<file path="src/rtl/g1_inverse_scan.sv">
// g1_inverse_scan: enumerates every 4-bit x with g1(x) == y_target over a valid/ready stream.
// Optional G1_INV_ABORT_EN adds an abort input that ends a scan early.
module g1_inverse_scan #(
  parameter int CNT_W    = 5,
  parameter bit SCAN_DIR = 1'b0
) (
  input  logic             clk,
  input  logic             rst,
  input  logic             start,
  input  logic [1:0]       y_target,
  input  logic             x_ready,
`ifdef G1_INV_ABORT_EN
  input  logic             abort,
`endif
  output logic [3:0]       x_out,
  output logic             x_valid,
  output logic             busy,
  output logic             done,
  output logic [CNT_W-1:0] match_count
);

  typedef enum logic [1:0] {
    IDLE,
    SCAN,
    HOLD,
    DONE
  } state_t;

  localparam logic [3:0] FIRST = SCAN_DIR ? 4'd15 : 4'd0;
  localparam logic [3:0] LAST  = SCAN_DIR ? 4'd0 : 4'd15;
  localparam logic [CNT_W-1:0] CNT_MAX = {CNT_W{1'b1}};

  state_t           state_q;
  logic [3:0]       idx_q;
  logic [3:0]       idx_d;
  logic [1:0]       y_q;
  logic [3:0]       x_out_q;
  logic             x_valid_q;
  logic             busy_q;
  logic             done_q;
  logic [CNT_W-1:0] cnt_q;

  logic [1:0] g1_y;
  logic       hit;
  logic       at_last;
  logic       abort_w;

`ifdef G1_INV_ABORT_EN
  assign abort_w = abort;
`else
  assign abort_w = 1'b0;
`endif

  // g1 evaluated on the scan index only, never on the outputs
  assign g1_y[0] = ~(idx_q[1] & idx_q[0] & ~idx_q[2]);
  assign g1_y[1] = ~(idx_q[3] & idx_q[2]);
  assign hit     = (g1_y == y_q);
  assign at_last = (idx_q == LAST);
  assign idx_d   = SCAN_DIR ? idx_q - 4'd1 : idx_q + 4'd1;

  always_ff @(posedge clk) begin
    if (rst) begin
      state_q   <= IDLE;
      idx_q     <= 4'd0;
      y_q       <= 2'd0;
      x_out_q   <= 4'd0;
      x_valid_q <= 1'b0;
      busy_q    <= 1'b0;
      done_q    <= 1'b0;
      cnt_q     <= '0;
    end else begin
      done_q <= 1'b0;
      unique case (state_q)
        IDLE: begin
          if (start) begin
            y_q     <= y_target;
            cnt_q   <= '0;
            idx_q   <= FIRST;
            busy_q  <= 1'b1;
            state_q <= SCAN;
          end
        end
        SCAN: begin
          if (abort_w) begin
            busy_q  <= 1'b0;
            done_q  <= 1'b1;
            state_q <= DONE;
          end else if (hit) begin
            x_out_q   <= idx_q;
            x_valid_q <= 1'b1;
            state_q   <= HOLD;
          end else if (at_last) begin
            busy_q  <= 1'b0;
            done_q  <= 1'b1;
            state_q <= DONE;
          end else begin
            idx_q <= idx_d;
          end
        end
        HOLD: begin
          if (abort_w) begin
            x_valid_q <= 1'b0;
            busy_q    <= 1'b0;
            done_q    <= 1'b1;
            state_q   <= DONE;
          end else if (x_ready) begin
            x_valid_q <= 1'b0;
            if (cnt_q != CNT_MAX) cnt_q <= cnt_q + 1'b1;
            if (at_last) begin
              busy_q  <= 1'b0;
              done_q  <= 1'b1;
              state_q <= DONE;
            end else begin
              idx_q   <= idx_d;
              state_q <= SCAN;
            end
          end
        end
        DONE: begin
          state_q <= IDLE;
        end
        default: begin
          state_q <= IDLE;
        end
      endcase
    end
  end

  assign x_out       = x_out_q;
  assign x_valid     = x_valid_q;
  assign busy        = busy_q;
  assign done        = done_q;
  assign match_count = cnt_q;

endmodule

</file>
<file path="config.mk">
export PLATFORM = sky130hd
export DESIGN_NAME = g1_inverse_scan
export DESIGN_NICKNAME = d
export VERILOG_FILES = /design/src/rtl/g1_inverse_scan.sv
export SDC_FILE = /design/constraint.sdc
export NUM_CORES = 1
export LEC_CHECK = 0
export BUFFER_PORTS_ARGS = -buffer_cell sky130_fd_sc_hd__buf_2
export CAP_MARGIN = 20
export CORE_ASPECT_RATIO = 0.7
export CORE_MARGIN = 1
export CORE_UTILIZATION = 40
export CTS_BUF_LIST = sky130_fd_sc_hd__clkbuf_2 sky130_fd_sc_hd__clkbuf_4 sky130_fd_sc_hd__clkbuf_8
export CTS_CLUSTER_SIZE = 20
export DETAILED_ROUTE_END_ITERATION = 12
export MAX_ROUTING_LAYER = met4
export PLACE_DENSITY = 0.62
export SLEW_MARGIN = 10
export SYNTH_ARGS = -nofsm -noshare
export SYNTH_HDL_FRONTEND = slang
export SYNTH_SLANG_ARGS = --single-unit
</file>
<file path="constraint.sdc">
create_clock -name clk -period 2.1 [get_ports clk]
set_clock_uncertainty 0.1 [all_clocks]
set_input_delay 0 -clock clk [delete_from_list [all_inputs] [get_ports clk]]
set_output_delay 0 -clock clk [all_outputs]
set_load 0.1 [all_outputs]
</file>
======== Yosys cells after proc, flatten, opt, wreduce, memory -nomap -nowiden ========
Index checks and enable logic that the tools add are counted.
operators by class
  add/sub/neg operators ................... 2
  equality and inequality tests ........... 12
  mux-type cells .......................... 27
  bitwise logic cells ..................... 6
  reductions and logical operators ........ 10
operator list
  operator                                              count
  2-to-1 mux 4 bit                                      4
  2-to-1 mux 5 bit                                      3
  one-hot mux 4 bit (3 select lines)                    1
  2-to-1 mux 2 bit                                      5
  != test 2 bit (second input constant)                 5
  one-hot mux 5 bit (2 select lines)                    1
  2-to-1 mux 1 bit                                      9
  one-hot mux 2 bit (4 select lines)                    1
  AND reduction 4 bit                                   2
  AND reduction 3 bit                                   2
  adder 5 x 1 -> 5 bit (second input constant)          1
  != test 5 bit (second input constant)                 1
  adder 4 x 1 -> 4 bit (second input constant)          1
  equality test 2 bit (second input constant)           2
  equality test 4 bit (second input constant)           1
  one-hot mux 1 bit (2 select lines)                    2
  AND reduction 2 bit                                   2
  nonzero test 2 bit                                    2
  AND 1 bit                                             3
  != test 3 bit (second input constant)                 1
  inverter 1 bit                                        3
  one-hot mux 1 bit (3 select lines)                    1
  nonzero test 3 bit                                    1
  equality test 2 x 1 -> 1 bit (second input constant)  1
  2 further kinds                                       2
word-level totals
  register bits ........................... 20
  output and inout bits ................... 12

======== Logic depth before layout (Yosys ltp) ========
  depth in word-level cells ............... 6
  gate-level depth with buffers ........... 7
  mapped depth without buffers ............ 7

======== Worst setup path after synthesis ========
OpenSTA, ideal clock, no wires.
  kind .................................... reg2reg
  start ................................... reg cnt_q[0], in the netlist match_count[0]
  end ..................................... reg cnt_q[3], in the netlist match_count[3]
  arrival time ............................ 2.321 ns
  required time ........................... 1.929 ns
  slack ................................... -0.391 ns
  cell stages (with the launch flop) ...... 8
  path buffers ............................ 0
  cells stage by stage .................... dfxtp_1 ha_1 and3_1 ha_1 and2b_2 o211ai_4 or4_1 a21oi_1
between the ends
  word-level cells in the longest chain between the ends .. 4
ends and longest elaborated chain
  item                                line  text
  from (decl)                         41    logic [CNT_W-1:0] cnt_q;
  from (signal assigned)              108   if (cnt_q != CNT_MAX) cnt_q <= cnt_q + 1'b1;
  adder 5 x 1 -> 5 bit                108
  2-to-1 mux 5 bit                    108
  2-to-1 mux 5 bit                    106   end else if (x_ready) begin
  one-hot mux 5 bit (2 select lines)  73    unique case (state_q)
Parallel ways exist; a longest one is shown, timed or not. The select of a mux whose other input is x is not followed.
A chain may end at the register's enable or synchronous reset.

======== Final worst setup path ========
Ends and elaborated chain as after synthesis.

==> run metrics <==
row count=15; initial DRC count=82; number of synthesized flops with an enable pin=0; Clock Latency Late Sink=0.26 ns; Final period util=97.1%; diodes inserted=0; Port Buffers=17; Seq/Total Area, Yosys=36.9%; RSZ-0062 raised after global routing=true; dpl hpwl=1700 um; H-Tree Depth=1; Vias per Instance=5.37; Synth Area in Adders=9.23%; Die X=64.2 um; critical path arrival=2.13 ns; pwr dens=1070 nW/um2; clock root buffer=clkbuf_8; pre-CTS setup slack=0.0919 ns; Mapped Area=1080 um2; ranking of synthesized cells by area=dfxtp_1 (37%), ha_1 (9.2%), o32ai_1 (4.0%); Synth top cells by count=dfxtp_1 (20), nand2_1 (11), a21oi_1 (8), ha_1 (8), nand3_1 (7); post-route ant nets=0; nature of the critical path startpoint=register; async set or reset register ratio after synthesis=0%; Synth Net Count=133; most frequent cell after synthesis=dfxtp_1; compound-gate portion of the synthesized area=20.8%; Layout Utilization=54.5%; DIE HEIGHT=45.6 um; gpl congestion=0.789; core area=2510 um2; die area=2930 um2; Post-Synth Simple-Gate Area=24.5%; Num CTS Buffers=3; Crit Path Class=register to register; status=finished, final reports clean; Synth cell types=38; multiplexer share of the synthesized area=3.69%; Setup-failing EPs final=0; Reg area=412 um2; Pwr Total=1470 uW; Most used DFF post-synth=dfxtp_1; FF+latch count, synth=20; min Tclk post-route=2.04 ns; total wire length=2380 um; vias in the first global route=818; Post-Synth XOR/XNOR Area=0.807%; area of the multi-input gates=652 um2; fillers=229; main combinational cell family by area after synthesis=simple AND/OR/NAND/NOR gates; Leakage Power=0.000598 uW; CTS sink count=20; max-cap violation count=0; biggest area consumer among synthesized cells=dfxtp_1; HP Class=input port to register; Starting Density=43.1%; clock tree buffer depth=2; final net count=161; CP Max Fanout=7; first-pass GRT wire length=3820 um; normalized max-slew margin=67.4%; first drt pass iteration count=4; Cells after Synth=119; Final Hold Fails=0; VDD IR max=531 uV; Worst Slack Setup Final=0.0600 ns; Slew Limit Fails=0; Yosys top cell area share=36.9%; Avg WL per Cell=13.2 um; YS warnings=0; CTS tree=done; Worst EP required=2.19 ns; grt ovf=0; Worst Tran Pin Value=0.493 ns; Area Overhead vs Synth=26.4%; DRC Markers=0; maximum clock frequency=0.490 GHz; layout cells sized above 1=26.7%; clock slew at reported path FFs=0.08 ns; Synth Area per Inst=9.12 um2; Setup TNS Final=0 ns; Worst Setup End Kind=register; via count=967; antenna violations before repair=0; global-route usage over all layers=17.7%; largest net degree at the start of global routing=27; Hold WS=0.0562 ns; IO Pins=18
==> routing by layer <==
layer	track usage (%)	part of all wire (%)	vias to the layer above
li1	-	-	492
met3	4.50	3.5	4
met1	25.1	53	455
met2	24.4	43	16
met4	5.33	0.97	0
met5	-	0	-
==> where the power goes <==
| part | switching (uW) | internal, uW |
|---|---|---|
| Combinational | 393 | 238 |
| Sequential | 27.7 | 423 |
| Clock | 136 | 255 |
==> flip-flops by register name, indices dropped and copies added, names as in the netlist <==
register / count
state_q: 2
done: 1
idx_q: 4
x_valid: 1
x_out: 4
y_q: 2
busy: 1
match_count: 5
==> what timing repair did <==
item                                    in CTS  in global routing
setup buffers                                0                  1
hold endpoints to repair                     3                  0
endpoints found under the setup margin       0                  5
gates resized for setup                      0                  3
hold buffers                                 6                  0
==> final timing paths <==
check             cells after the start              to  slack (ns)      startpoint
hold reg to reg                       2  match_count[4]        0.37  match_count[4]
hold / removal                        2        x_out[0]        0.06             rst
setup / recovery                      7  match_count[3]        0.06  match_count[0]
setup reg to reg                      7  match_count[3]        0.06  match_count[0]
==> cell families after synthesis <==
logic type                 after synthesis
and+or+nand+nor                         47
AOI/OAI and AO/OA                       30
DFF                                     20
buffers and inverters                    9
adders and majority gates                8
muxes                                    4
xor gates and xnor gates                 1
==> cells in the final DEF, fill, tap and decap left out, drive strengths merged <==
master	instances
or2	2
o21a	1
and2b	1
a211oi	1
clkbuf	3
a311oi	1
nand4	2
or3	2
nor2	5
nand4b	1
and3b	2
buf	21
dfxtp	20
xor2	1
o221a	1
a21oi	8
o211a	2
inv	5
and3	3
o22ai	1
o21ai	4
o221ai	1
nand3	7
bufinv	1
or4	1
ha	8
nor3b	1
a31oi	1
a221oi	1
and2	2
o211ai	2
nor2b	1
nand2	11
a21boi	1
mux2i	4
o32ai	5
dlygate4sd3	6
nand2b	6
==> metrics by stage <==
stage | std cells | instance area (um2)
floorplan | 119 | 1100
global placement | 169 | 1220
detailed placement | 169 | 1220
CTS | 179 | 1350
global route | 180 | 1370
finish | 180 | 1370
==> layout make-up <==
type	instances	area share, %
clock buffers	3	3.01
repair buffers	27	12.8
multi-input cells	90	47.5
well taps	34	3.10
clock inverters	1	2.19
inverters	5	1.37
flip-flops and latches	20	30.0
==> critical path, cell delays in order (launching register included) <==
cell and delay, ns:
dfxtp_4 0.36, ha_2 0.19, and3_1 0.18, ha_1 0.16
and2b_2 0.24, o211ai_4 0.10, or4_4 0.50, a21oi_2 0.14
No activity file was read; power rests on OpenSTA's default activity.
